`config.mk`:
```
export PLATFORM = sky130hd
export DESIGN_NAME = fpu_int2float
export DESIGN_NICKNAME = d
export VERILOG_FILES = /design/src/rtl/fpu_pkg.sv /design/src/rtl/fpu_round.sv /design/src/rtl/fpu_int2float.sv
export SDC_FILE = /design/constraint.sdc
export NUM_CORES = 1
export LEC_CHECK = 0
export ABC_CLOCK_PERIOD_IN_PS = 2900
export CAP_MARGIN = 20
export CORE_MARGIN = 1.5
export CORE_UTILIZATION = 45
export CTS_BUF_LIST = sky130_fd_sc_hd__clkbuf_4 sky130_fd_sc_hd__clkbuf_8
export DETAILED_ROUTE_END_ITERATION = 6
export GPL_ROUTABILITY_DRIVEN = 0
export PLACE_DENSITY_LB_ADDON = 0.25
export SYNTH_ARGS = -nofsm -noshare
export SYNTH_HDL_FRONTEND = slang
export SYNTH_SLANG_ARGS = --single-unit
```
`constraint.sdc`:
```
create_clock -name clk -period 2.9 [get_ports clk]
set_input_delay 0.29 -clock clk [delete_from_list [all_inputs] [get_ports clk]]
set_output_delay 0.29 -clock clk [all_outputs]
set_load 0.03 [all_outputs]
```
`src/rtl/fpu_pkg.sv`:
```
// fpu_pkg: shared types and constants for the FPU converters.
//   rm_e       - rounding-mode encoding as seen on the rm ports
//   fclass_e   - 10-bit one-hot float class
//   i2f_st_e   - state encoding of the int-to-float FSM
//   rm_decode  - maps a raw 3-bit rm code to rm_e; unused codes fall back to RNE
package fpu_pkg;

    localparam int FP32_BIAS   = 127;
    localparam int FP32_MANT_W = 23;

    typedef enum logic [2:0] {
        RM_RNE = 3'b000,
        RM_RTZ = 3'b001,
        RM_RDN = 3'b010,
        RM_RUP = 3'b011,
        RM_RMM = 3'b100
    } rm_e;

    typedef enum logic [9:0] {
        FC_NEG_INF  = 10'b00_0000_0001,
        FC_NEG_NORM = 10'b00_0000_0010,
        FC_NEG_SUB  = 10'b00_0000_0100,
        FC_NEG_ZERO = 10'b00_0000_1000,
        FC_POS_ZERO = 10'b00_0001_0000,
        FC_POS_SUB  = 10'b00_0010_0000,
        FC_POS_NORM = 10'b00_0100_0000,
        FC_POS_INF  = 10'b00_1000_0000,
        FC_SNAN     = 10'b01_0000_0000,
        FC_QNAN     = 10'b10_0000_0000
    } fclass_e;

    typedef enum logic [1:0] {
        ST_IDLE  = 2'd0,
        ST_NORM  = 2'd1,
        ST_ROUND = 2'd2,
        ST_DONE  = 2'd3
    } i2f_st_e;

    function automatic rm_e rm_decode(input logic [2:0] code);
        case (code)
            3'b001:  return RM_RTZ;
            3'b010:  return RM_RDN;
            3'b011:  return RM_RUP;
            3'b100:  return RM_RMM;
            default: return RM_RNE;
        endcase
    endfunction

endpackage

```
`src/rtl/fpu_round.sv`:
```
// fpu_round: combinational mantissa rounder shared by the FPU converters.
//   sign      in   sign of the value being rounded (directed modes)
//   mant      in   23-bit truncated mantissa
//   guard     in   first bit below the mantissa LSB
//   sticky    in   OR of all bits below guard
//   rm        in   rounding mode
//   mant_rnd  out  rounded mantissa (wraps to 0 on carry)
//   carry     out  mantissa overflowed; caller bumps the exponent
//   nx        out  result is inexact
module fpu_round
    import fpu_pkg::*;
(
    input  logic                   sign,
    input  logic [FP32_MANT_W-1:0] mant,
    input  logic                   guard,
    input  logic                   sticky,
    input  rm_e                    rm,
    output logic [FP32_MANT_W-1:0] mant_rnd,
    output logic                   carry,
    output logic                   nx
);

    logic inc;

    always_comb begin
        inc = 1'b0;
        case (rm)
            RM_RTZ:  inc = 1'b0;
            RM_RDN:  inc = sign & (guard | sticky);
            RM_RUP:  inc = ~sign & (guard | sticky);
            RM_RMM:  inc = guard;
            default: inc = guard & (sticky | mant[0]);
        endcase
    end

    assign {carry, mant_rnd} = {1'b0, mant} + {{FP32_MANT_W{1'b0}}, inc};
    assign nx                = guard | sticky;

endmodule

```
`src/rtl/fpu_int2float.sv`:
```
// fpu_int2float: multi-cycle 32-bit integer to binary32 converter
// (FCVT.S.W / FCVT.S.WU). Normalises one bit per cycle, then rounds.
//   clk, rst_n            clock, async active-low reset
//   flush                 synchronous abort, returns to IDLE
//   in_valid/in_ready     request handshake (int_val, is_unsigned, rm)
//   out_valid/out_ready   result handshake (f_result, fflags)
//   f_class               one-hot class of f_result, only when the
//                         FPU_I2F_CLASS_EN macro is defined
// A conversion with lz leading zeros raises out_valid lz+2 edges after
// acceptance: out_valid is registered one cycle after the result lands
// in DONE, so the result is already stable when it is offered.
module fpu_int2float
    import fpu_pkg::*;
(
    input  logic        clk,
    input  logic        rst_n,
    input  logic        flush,
    input  logic        in_valid,
    output logic        in_ready,
    input  logic [31:0] int_val,
    input  logic        is_unsigned,
    input  logic [2:0]  rm,
    output logic        out_valid,
    input  logic        out_ready,
    output logic [31:0] f_result,
    output logic [4:0]  fflags
`ifdef FPU_I2F_CLASS_EN
    ,
    output logic [9:0]  f_class
`endif
);

    localparam logic [7:0] EXP_TOP = 8'(FP32_BIAS + 31);

    i2f_st_e     state_q, state_d;
    logic [31:0] mag_q, mag_d;
    logic        sign_q, sign_d;
    rm_e         rm_q, rm_d;
    logic [5:0]  lz_q, lz_d;
    logic [31:0] f_result_q, f_result_d;
    logic [4:0]  fflags_q, fflags_d;
    logic        out_valid_q, out_valid_d;
    logic        in_ready_q, in_ready_d;
`ifdef FPU_I2F_CLASS_EN
    logic [9:0]  f_class_q, f_class_d;
`endif

    logic [FP32_MANT_W-1:0] rnd_mant;
    logic                   rnd_carry;
    logic                   rnd_nx;
    logic [7:0]             exp_rnd;
    logic [31:0]            res_word;

    fpu_round u_round (
        .sign     (sign_q),
        .mant     (mag_q[30:8]),
        .guard    (mag_q[7]),
        .sticky   (|mag_q[6:0]),
        .rm       (rm_q),
        .mant_rnd (rnd_mant),
        .carry    (rnd_carry),
        .nx       (rnd_nx)
    );

    assign exp_rnd  = EXP_TOP - {2'b00, lz_q} + {7'd0, rnd_carry};
    // Zero never normalises, so it is special-cased to +0.0 here.
    assign res_word = (mag_q == 32'd0) ? 32'd0 : {sign_q, exp_rnd, rnd_mant};

    always_comb begin
        state_d     = state_q;
        mag_d       = mag_q;
        sign_d      = sign_q;
        rm_d        = rm_q;
        lz_d        = lz_q;
        f_result_d  = f_result_q;
        fflags_d    = fflags_q;
        out_valid_d = 1'b0;
`ifdef FPU_I2F_CLASS_EN
        f_class_d   = f_class_q;
`endif
        case (state_q)
            ST_IDLE: begin
                if (in_valid) begin
                    sign_d  = int_val[31] & ~is_unsigned;
                    mag_d   = sign_d ? (~int_val + 32'd1) : int_val;
                    rm_d    = rm_decode(rm);
                    lz_d    = 6'd0;
                    state_d = ((mag_d == 32'd0) || mag_d[31]) ? ST_ROUND : ST_NORM;
                end
            end
            ST_NORM: begin
                mag_d = {mag_q[30:0], 1'b0};
                lz_d  = lz_q + 6'd1;
                if (mag_d[31]) begin
                    state_d = ST_ROUND;
                end
            end
            ST_ROUND: begin
                f_result_d = res_word;
                fflags_d   = {4'b0000, (mag_q != 32'd0) & rnd_nx};
`ifdef FPU_I2F_CLASS_EN
                if (mag_q == 32'd0) begin
                    f_class_d = FC_POS_ZERO;
                end else if (sign_q) begin
                    f_class_d = FC_NEG_NORM;
                end else begin
                    f_class_d = FC_POS_NORM;
                end
`endif
                state_d = ST_DONE;
            end
            ST_DONE: begin
                if (out_valid_q && out_ready) begin
                    state_d = ST_IDLE;
                end else begin
                    out_valid_d = 1'b1;
                end
            end
            default: state_d = ST_IDLE;
        endcase

        if (flush) begin
            state_d     = ST_IDLE;
            out_valid_d = 1'b0;
        end

        in_ready_d = (state_d == ST_IDLE);
    end

    always_ff @(posedge clk or negedge rst_n) begin
        if (!rst_n) begin
            state_q     <= ST_IDLE;
            mag_q       <= 32'd0;
            sign_q      <= 1'b0;
            rm_q        <= RM_RNE;
            lz_q        <= 6'd0;
            f_result_q  <= 32'd0;
            fflags_q    <= 5'd0;
            out_valid_q <= 1'b0;
            in_ready_q  <= 1'b1;
`ifdef FPU_I2F_CLASS_EN
            f_class_q   <= 10'd0;
`endif
        end else begin
            state_q     <= state_d;
            mag_q       <= mag_d;
            sign_q      <= sign_d;
            rm_q        <= rm_d;
            lz_q        <= lz_d;
            f_result_q  <= f_result_d;
            fflags_q    <= fflags_d;
            out_valid_q <= out_valid_d;
            in_ready_q  <= in_ready_d;
`ifdef FPU_I2F_CLASS_EN
            f_class_q   <= f_class_d;
`endif
        end
    end

    assign in_ready  = in_ready_q;
    assign out_valid = out_valid_q;
    assign f_result  = f_result_q;
    assign fflags    = fflags_q;
`ifdef FPU_I2F_CLASS_EN
    assign f_class   = f_class_q;
`endif

endmodule

```
# Word level (Yosys, flattened, before mapping)
# Index checks and enable logic that the tools add are counted.
[classes]
n_mux = 17
add_sub_neg = 5
n_eq_ne = 12
reduce_logical = 11
bitwise_logic = 10
[op_table]
columns = ["cell", "count"]
rows = [
  ["$mux W32", 3],
  ["$logic_not A32 Y1", 2],
  ["$pmux W32 S2", 1],
  ["$add A32 B1 Y32 const B", 1],
  ["$not A32 Y32", 1],
  ["$reduce_bool A32 Y1", 1],
  ["$add A23 B1 Y24", 1],
  ["$eq A3 B2 Y1 const B", 4],
  ["$pmux W3 S4", 1],
  ["$pmux W6 S2", 1],
  ["$mux W2", 5],
  ["$add A8 B1 Y8", 1],
  ["$pmux W2 S4", 1],
  ["$sub A8 B6 Y8 const A", 1],
  ["$reduce_or A7 Y1", 1],
  ["$add A6 B1 Y6 const B", 1],
  ["$eq A3 B1 Y1 const B", 2],
  ["$eq A3 B3 Y1 const B", 2],
  ["$mux W6", 1],
  ["$and A1 B1 Y1", 5],
  ["$eq A2 B2 Y1 const B", 2],
  ["$logic_not A2 Y1", 2],
  ["$pmux W1 S4", 1],
  ["$reduce_and A2 Y1", 2],
  ["8 further kinds", 12],
]
[totals]
input_bits = 41
word_cells = 64
out_inout_bits = 39
reg_bits = 79

# Logic depth before layout (Yosys ltp)
# Gate-level depths: netlist of the first run.
[depth]
depth_word = 10
ltp_mapped = 13
mapped_depth_nobuf = 13

# Cells and area by module
# From an unflattened synthesis of the first run, not the netlist that was laid out.
[unflattened]
hier_cells = 535
area_unflattened_um2 = 5006.1
[modules_own_cells]
columns = ["mod", "area_per_inst_um2", "n_inst", "seq_area_each_um2", "cells_per_inst"]
rows = [
  ["fpu_int2float", 4438.0, 1, 1978.1, 460],
  ["fpu_round", 568.0, 1, 0.0, 75],
]

# Least setup slack after synthesis of the first run
# No wires, ideal clock.
[synth_timing]
kind = "input port to flip-flop"
from = "in int_val[13]"
to = "reg state_q[0]"
t_arrival_ns = 2.440
setup_slack_ns = 0.324
stages = 9
required_ns = 2.764
setup_time_ns = 0.136
path_buffers = 1
path_cell_list = "buf_6 > or4_4 > or3_4 > nor3_2 > a21oi_2 > o32ai_1 > nand4_1 > nor4_2 > o22ai_1"
[synth_between]
elab_chain_len = 9
[synth_rtl]
columns = ["item", "line_no", "text"]
rows = [
  ["start: declaration", "fpu_int2float.sv:20", "input logic [31:0] int_val,"],
  ["$not A32 Y32", "fpu_int2float.sv:85", "mag_d = sign_d ? (~int_val + 32'd1) : int_val;"],
  ["$add A32 B1 Y32", "fpu_int2float.sv:85", ""],
  ["$mux W32 (*)", "fpu_int2float.sv:85", ""],
  ["$logic_not A32 Y1", "fpu_int2float.sv:88", "state_d = ((mag_d == 32'd0) || mag_d[31]) ? ST_ROUND : ST_NORM;"],
  ["$logic_or A1 B1 Y1 (*)", "fpu_int2float.sv:88", ""],
  ["$mux W2 (*)", "fpu_int2float.sv:88", ""],
  ["$mux W2 (*)", "fpu_int2float.sv:83", "if (in_valid) begin"],
  ["$pmux W2 S4 (*)", "fpu_int2float.sv:81", "case (state_q)"],
  ["$mux W2 (*)", "fpu_int2float.sv:122", "if (flush) begin"],
  ["named net state_d[0]", "fpu_int2float.sv:35", "i2f_st_e state_q, state_d;"],
  ["end signal: assignment", "fpu_int2float.sv:145", "state_q <= state_d;"],
  ["end: declaration", "fpu_int2float.sv:35", ""],
]
# Mark *: on every way through the listed nets, which the timed path passes. The rest lies on a longest branch.
# A chain may end at the register's enable or synchronous reset.

# Worst setup path after layout of the first run
[layout_timing]
from = "reg rm_q[0]"
to = "reg f_result_q[27] (netlist: f_result[27])"
[layout_between]
elab_chain_len = 5
elab_cells_between_ends = 8
classes_between = "add/sub (2); eq/ne (4); mux (2)"
[layout_rtl]
columns = ["item", "line_no", "text"]
rows = [
  ["start: declaration", "fpu_int2float.sv:38", "rm_e rm_q, rm_d;"],
  ["start signal: assignment", "fpu_int2float.sv:148", "rm_q <= rm_d;"],
  ["$eq A3 B3 Y1, or another cell as far along", "fpu_round.sv:27", "case (rm)"],
  ["$pmux W1 S4 (*)", "fpu_round.sv:27", ""],
  ["$add A23 B1 Y24 (*)", "fpu_round.sv:36", "assign {carry, mant_rnd} = {1'b0, mant} + {{FP32_MANT_W{1'b0}}, inc};"],
  ["$add A8 B1 Y8 (*)", "fpu_int2float.sv:65", "assign exp_rnd = EXP_TOP - {2'b00, lz_q} + {7'd0, rnd_carry};"],
  ["$mux W32 (*)", "fpu_int2float.sv:67", "assign res_word = (mag_q == 32'd0) ? 32'd0 : {sign_q, exp_rnd, rnd_mant};"],
  ["end signal: assignment", "fpu_int2float.sv:150", "f_result_q <= f_result_d;"],
  ["end: declaration", "fpu_int2float.sv:40", "logic [31:0] f_result_q, f_result_d;"],
]
# Every way passes the cells marked *; elsewhere a longest branch is shown, timed or not.

==> results.rst, run 1 <==
.. list-table::
   :header-rows: 1

   * - Metric
     - Value
   * - Critical Setup Path Class
     - register to register
   * - Most frequent cells after synthesis
     - sky130_fd_sc_hd__dfrtp_1 (78), sky130_fd_sc_hd__o21ai_0 (74), sky130_fd_sc_hd__nand2_1 (70)
   * - Number of port buffers
     - 75
   * - Clock buffer depth
     - 2
   * - Worst min path class
     - input pin to async pin
   * - Share of the synthesized netlist area taken by xor and xnor gates
     - 10.1%
   * - Gate count of the mapped netlist
     - 573
   * - Drt wl/cell
     - 14.8 microns
   * - Worst Path Buf+Inv
     - 0
   * - Total Routing Usage GR
     - 21.8%
   * - DRC errors left
     - 0
   * - Slack of the worst reg-to-reg path
     - 0.20 ns
   * - Async S/R FF share, synth
     - 100%
   * - Number of detailed-routing iterations run before antenna repair
     - 5
   * - Crit path max-delay family
     - compound AO/OA/AOI/OAI gates
   * - Area fraction in compound gates after synthesis
     - 20.4%
   * - Clock Latency Late Sink
     - 0.37 ns
   * - Sort of element at the start of the critical path
     - register
   * - Setup repair bufs after CTS
     - 0
   * - Instance area after placement
     - 0.00598 sq mm
   * - Max-capacitance violation count
     - 0
   * - Final Slew Violations
     - 0
   * - Global-route wire length before repair
     - 20100 microns
   * - Vias post-DR
     - 4554
   * - Worst vdd ir
     - 0.000462 V
   * - Highest clock rate
     - 371 MHz
   * - Period utilisation layout
     - 92.9%
   * - Area added between synthesis and finish
     - 29.2%
   * - Initial core utilization
     - 46.8%
   * - Crit-path cells
     - nor2_1 -> a21o_1 -> o221ai_1 -> a21oi_1 -> ha_2 -> nand4_1 -> nor3_2 -> nand4_1 -> ha_1 -> a41oi_1 -> nor2_1 -> o21ai_0
   * - Total of endpoints with negative setup slack in the final report
     - 0
   * - Post-synthesis share of cell area spent on full adders, half adders and majority gates
     - 1.54%
   * - Final count of hold timing violations
     - 0
   * - Num ports
     - 80
   * - Final core utilization
     - 60.5%
   * - Fillers
     - 927
   * - Number of global-route vias before repair
     - 4249
   * - Power density over the cells
     - 806 mW/mm^2
   * - Half-perimeter wire length after detailed placement
     - 9010 microns
   * - Unrepaired setup endpoints after global routing
     - false
   * - Most used standard cell by instance count after synthesis
     - sky130_fd_sc_hd__dfrtp_1
   * - Share of Yosys cell area claimed by the top area cell type
     - 40.0%
   * - Sequential power share
     - 40.6%
   * - Ratio of cells with drive above 1 in the final layout
     - 12.6%
   * - Max-Slew Margin vs Limit
     - 45.5%
   * - Hold slack
     - 0.364 ns
   * - Synth Area per Inst
     - 8.51 sq um
   * - Cell-internal power
     - 3.03 mW
   * - Die area
     - 0.0115 sq mm
   * - Sequential cell area fraction in the yosys report
     - 40.6%
   * - Count of non-filler cells in the finished layout
     - 810
   * - Share of cell area taken by muxes after synthesis
     - 0.411%
   * - Top post-synthesis cells by area
     - sky130_fd_sc_hd__dfrtp_1 (40%), sky130_fd_sc_hd__o21ai_0 (7.6%), sky130_fd_sc_hd__xnor2_1 (6.8%)
   * - Data required time at the worst endpoint
     - 3.18 ns
   * - Count of nets left with antenna violations after detail routing
     - 0
   * - Dominant combinational cell family by area after synthesis
     - simple AND/OR/NAND/NOR gates
   * - Clock slew at the register clock pins of the worst setup and hold paths
     - 0.08 ns
   * - Power after layout
     - 5.07 mW
   * - Number of flops mapped to enable cells by yosys
     - 0
   * - Area of the core
     - 0.0104 sq mm
   * - Clk pwr share
     - 19.5%
   * - Post-synthesis simple-gate area fraction
     - 22.0%
   * - Run status
     - finished, final reports clean
   * - Crit path capture type
     - register
   * - DRT iter0 DRCs
     - 332
   * - Flops & latches, synth
     - 79
   * - Final antenna diode count
     - 0
   * - Time the worst path needs with I/O delays and setup
     - 2.70 ns
   * - Cell type of the slowest stage on the worst timing path
     - sky130_fd_sc_hd__dfrtp_1
   * - Slowest stage delay, CP
     - 0.41 ns
   * - Floorplan die width
     - 107 microns
   * - Pin count of the biggest net entering global routing
     - 80
   * - Portion of total power attributed to combinational logic
     - 39.9%
   * - TritonCTS clock tree
     - yes
   * - Switching Power
     - 2.05 mW
   * - Max Fanout on Critical Path
     - 6
   * - Standard-cell rows
     - 37
   * - Total leakage power
     - 2.52 nW
   * - Aggregate global routing overflow
     - 0
   * - Ys flop type
     - sky130_fd_sc_hd__dfrtp_1
   * - Sw Share
     - 40.3%
   * - Cts bufs inserted
     - 9
   * - Vias per Instance
     - 5.62
   * - Critical path arrival
     - 2.98 ns
   * - Number of unique standard cell types used by synthesis
     - 59
   * - H-tree depth reported by CTS
     - 3
   * - Area of all placed cells without fillers
     - 0.00630 sq mm
   * - Post-synthesis instance area
     - 0.00487 sq mm
   * - Yosys Warn Count
     - 0
   * - Floorplan die height
     - 107 microns
   * - Transition at the pin with the smallest max-transition slack
     - 0.818 ns
   * - Wire length after detailed routing
     - 12000 microns
   * - Number of placed instances, taps included
     - 791
   * - # nets final
     - 716
   * - Worst clock skew on the final layout
     - 0.00985 ns
   * - Num Clock Sinks
     - 79
   * - Antenna violations before repair
     - 0
   * - Root buf cell
     - sky130_fd_sc_hd__clkbuf_8
   * - Largest area contributor in the netlist
     - sky130_fd_sc_hd__dfrtp_1
logic make-up (layout without fill, tap and decap cells):
kind of cell / count (synthesis) / in the layout
AOI/OAI and AO/OA: 158 / 158
xor gates and xnor gates: 56 / 56
adders and majority gates: 6 / 6
buffers and inverters: 58 / 156
DFF: 79 / 79
muxes: 2 / 2
other: 1 / 4
and+or+nand+nor: 213 / 213
power groups by stage:
stage / combinational [mW] / clock [mW] / sequential, mW
4_1_cts: 2.01 / 1.01 / 2.05
3_5_place_dp: 2.00 / 0 / 2.07
3_3_place_gp: 1.95 / 0 / 2.04
2_1_floorplan: 0.992 / 0 / 2.26
5_1_grt: 2.23 / 1.06 / 2.14
6_report: 2.02 / 0.988 / 2.06
worst register-to-register path, delay by kind of cell, from the launching register on:
kind	cells	cell delay [ns]
fa+ha+maj	2	0.54
flops	1	0.41
compound gates	5	0.84
simple gates	5	0.82
per-layer routing:
metal  GRT usage (%)  part of all wire [%]  up-vias
li1                -                     -     2239
met1            29.5                    46     2145
met2            35.3                    48      158
met3            4.56                   5.7       12
met4            6.38                  0.98        0
met5               0                     0        -
layout by cell type (no fill, tap or decap), drive strengths merged, types with 3 or more instances in the layout:
master         synthesis  final
dfrtp                 78     78
o21ai                 74     74
clkdlybuf4s50          0     74
nand2                 70     70
buf                   11     53
nor2                  49     49
xnor2                 38     38
a22oi                 32     32
nand3                 22     22
xor2                  18     18
nor4                  18     18
a21oi                 14     14
inv                   12     13
nor3                  13     13
nand4                 12     12
clkbuf                35      9
a31oi                  8      8
nand2b                 7      7
ha                     6      6
a21o                   5      5
and3                   4      4
o31ai                  4      4
conb                   1      4
nand4b                 3      3
o21a                   3      3
bufinv                 0      3
nor2b                  3      3
final cells by class:
type,instances,area (sq um),area share [%]
sequential,79,1980,31.4
clock buffer,9,124,1.97
inverter,12,45.0,0.715
timing repair buffer,128,1190,18.9
tap,136,170,2.70
clock inverter,7,119,1.89
multi-input combinational,439,2670,42.5
registers in the layout (all words and copies together) (netlist names):
| name | cells |
|---|---|
| sign_q | 1 |
| mag_q | 32 |
| fflags | 1 |
| f_result | 32 |
| state_q | 2 |
| lz_q | 6 |
| rm_q | 3 |
| in_ready | 1 |
| out_valid | 1 |
through the flow:
| stage | TNS, ns | worst slack, ns |
|---|---|---|
| after floorplan | 0 | 0.324 |
| after global placement | -0.0830 | -0.0594 |
| after detailed placement | -0.225 | -0.128 |
| after CTS | 0 | 0.0497 |
| after global routing | 0 | 0.000793 |
| final | 0 | 0.204 |
path summary, 6_finish.rpt:
check	start	end	cells after the start
worst max-delay path	rm_q[0]	f_result[27]	12
worst min-delay path	rst_n	f_result[25]	2
worst max register to register	rm_q[0]	f_result[27]	12
worst min register to register	f_result[17]	f_result[17]	2
max in group asynchronous	rst_n	in_ready	3
min in group clk	f_result[17]	f_result[17]	2
repair_timing:
| item | 4_1_cts | 5_1_grt |
|---|---|---|
| hold endpoints to repair | 0 | 26 |
| gates resized for setup | 0 | 2 |
| endpoints found under the setup margin | 0 | 6 |
| hold buffers | 0 | 1 |
(Power assumes the default switching activity.)
==> inputs of run 2 (changes only) <==
CORE_UTILIZATION = 40   (was 45)
==> results.rst, run 2 (synthesized netlist as in run 1, its figures left out) <==
.. list-table::
   :header-rows: 1

   * - Metric
     - Value
   * - Run status
     - finished, final reports clean
   * - Area of the core
     - 0.0120 sq mm (+15%)
   * - Worst reg2reg endpoint
     - f_result[28]
   * - Crit path max-delay family
     - simple AND/OR/NAND/NOR gates
   * - Slowest stage delay, CP
     - 0.47 ns (+0.06 ns)
   * - Period utilisation layout
     - 92.0% (-0.90 points)
   * - Most used cells in the layout excluding fill and tap cells
     - sky130_fd_sc_hd__dfrtp_1 (78), sky130_fd_sc_hd__o21ai_0 (74), sky130_fd_sc_hd__clkdlybuf4s50_1 (74), sky130_fd_sc_hd__nand2_1 (70), sky130_fd_sc_hd__buf_4 (55)
   * - Data required time at the worst endpoint
     - 3.13 ns (-0.05 ns)
   * - Number of port buffers
     - 75 (unchanged)
   * - Sort of element at the start of the critical path
     - input pin
   * - Worst clock skew on the final layout
     - 0.0160 ns (+0.00617 ns)
   * - Timing endpoint of the critical path
     - state_q[0]
   * - Area added between synthesis and finish
     - 29.2% (about the same)
   * - Drt wl/cell
     - 14.9 microns (+0.93%)
   * - Total of endpoints with negative setup slack in the final report
     - 0 (unchanged)
   * - Vias post-DR
     - 4541 (-0.29%)
   * - Total Routing Usage GR
     - 20.0% (-1.8 points)
   * - Critical path arrival
     - 2.89 ns (-0.09 ns)
   * - Power after layout
     - 4.92 mW (-3.1%)
   * - H-tree depth reported by CTS
     - 3 (unchanged)
   * - Critical path depth in cells
     - 12 (unchanged)
   * - Wire length after detailed routing
     - 12300 microns (+2.8%)
   * - Final antenna diode count
     - 0 (unchanged)
   * - Root buf cell
     - sky130_fd_sc_hd__clkbuf_8
   * - Origin of the worst setup path
     - int_val[1]
   * - Floorplan die height
     - 113 microns (+5.9%)
   * - Num ports
     - 80 (unchanged)
   * - Initial core utilization
     - 40.8% (-6.0 points)
   * - Time the worst path needs with I/O delays and setup
     - 2.67 ns (-0.0261 ns)
   * - Vias per Instance
     - 5.50 (-2.1%)
   * - Worst min path class
     - input pin to async pin
   * - Register-to-Register Path Depth
     - 13 (+1)
   * - Aggregate global routing overflow
     - 0 (unchanged)
   * - Highest clock rate
     - 375 MHz (+0.98%)
   * - Number of global-route vias before repair
     - 4354 (+2.5%)
   * - Cts bufs inserted
     - 9 (unchanged)
   * - Critical Setup Path Class
     - input pin to register
   * - Antenna violations before repair
     - 0 (unchanged)
   * - Hold slack
     - 0.411 ns (+0.0468 ns)
   * - Final core utilization
     - 52.6% (-7.8 points)
   * - Worst Path Buf+Inv
     - 3 (+3)
   * - Slack of the worst reg-to-reg path
     - 0.34 ns (+0.14 ns)
   * - Ratio of cells with drive above 1 in the final layout
     - 13.1% (+0.52 points)
   * - Final Slew Violations
     - 0 (unchanged)
   * - DRT iter0 DRCs
     - 290 (-13%)
   * - Final count of hold timing violations
     - 0 (unchanged)
   * - Clock slew at the register clock pins of the worst setup and hold paths
     - 0.09 ns (about the same)
   * - Count of nets left with antenna violations after detail routing
     - 0 (unchanged)
   * - Cell type of the slowest stage on the worst timing path
     - sky130_fd_sc_hd__clkdlybuf4s50_1
   * - Setup repair bufs after CTS
     - 0 (unchanged)
   * - Max-capacitance violation count
     - 0 (unchanged)
   * - Max Fanout on Critical Path
     - 5 (-1)
   * - Most frequent standard cell in the layout excluding fill and tap cells
     - sky130_fd_sc_hd__dfrtp_1
   * - Die area
     - 0.0129 sq mm (+12%)
   * - Startpoint of the lowest-slack register-to-register path
     - rm_q[1]
   * - Half-perimeter wire length after detailed placement
     - 9370 microns (+4.0%)
   * - DRC errors left
     - 0 (unchanged)
   * - Transition at the pin with the smallest max-transition slack
     - 0.536 ns (-0.281 ns)
   * - Global-route wire length before repair
     - 20900 microns (+4.3%)
   * - Total leakage power
     - 2.52 nW (about the same)
   * - Clock Latency Late Sink
     - 0.36 ns (about the same)
   * - Clock buffer depth
     - 2 (unchanged)
   * - Worst vdd ir
     - 0.000258 V (-44%)
   * - # nets final
     - 720 (+0.56%)
   * - Crit-path cells
     - clkdlybuf4s50_1 -> inv_1 -> ha_1 -> nor3b_2 -> nand4b_1 -> buf_4 -> nor2_1 -> a21oi_1 -> xnor2_1 -> o2111ai_1 -> nor4_2 -> o22ai_1
   * - Num Clock Sinks
     - 79 (unchanged)
   * - Crit path capture type
     - register
   * - Power density over the cells
     - 781 mW/mm^2 (-3.0%)
   * - Standard-cell rows
     - 40 (+8.1%)
   * - Floorplan die width
     - 113 microns (+5.9%)
   * - Number of detailed-routing iterations run before antenna repair
     - 4 (-1)
   * - Max-Slew Margin vs Limit
     - 64.0% (+18 points)
   * - TritonCTS clock tree
     - yes
   * - Pin count of the biggest net entering global routing
     - 80 (unchanged)
-- run 2: cell types whose count changed in the layout (fill, tap and decap cells not counted), sizes merged --
cell,delta
clkinv,+2
clkinvlp,-1
buf,+4
clkbuf,+1
bufinv,-2
-- run 2: area by class of cell --
type,instances,area [sq um]
Sequential cell,79,1980
Clock inverter,6,68.8
Timing Repair Buffer,132,1210
Fill cell,1153,5670
Multi-Input combinational cell,439,2680
Tap cell,147,184
Inverter,12,45.0
Clock buffer,10,131
-- run 2: layer usage --
layer,part of all wire [%],vias up,global-route usage (%)
met3,4.1,12,2.71
li1,-,2241,-
met4,1.5,0,6.17
met5,0,-,0
met2,47,115,33.1
met1,47,2173,27.4
-- run 2: through the flow --
stage / area, sq um / instances / worst slack (ns) / TNS (ns)
floorplan: 4890 / 576 / 0.324 / 0
global placement: 6030 / 806 / -0.0701 / -0.104
detailed placement: 6030 / 806 / -0.206 / -0.369
CTS: 6230 / 822 / 0.175 / 0
global route: 6300 / 825 / -0.0115 / -0.0115
finish: 6300 / 825 / 0.231 / 0
-- run 2: worst min-delay path by stage --
stage | from | endpoint
finish | rst_n | f_result[28]
global route | rst_n | f_result[25]
global placement | f_result[1] | f_result[1]
CTS | rst_n | f_result[25]
detailed placement | f_result[1] | f_result[1]
floorplan | rst_n | f_result[0]
-- run 2: what timing repair did --
action,CTS,global route
endpoints found under the setup margin,0,3
resized for setup,0,2
hold buffers,0,1
endpoints found under the hold margin,0,34
-- run 2: power breakdown --
| part | switching [mW] | leakage (nW) | total [mW] | internal [mW] |
|---|---|---|---|---|
| clock network | 0.413 | 0.100 | 0.825 | 0.412 |
| registers | 0.513 | 0.994 | 2.06 | 1.55 |
| logic | 1.12 | 1.43 | 2.03 | 0.916 |
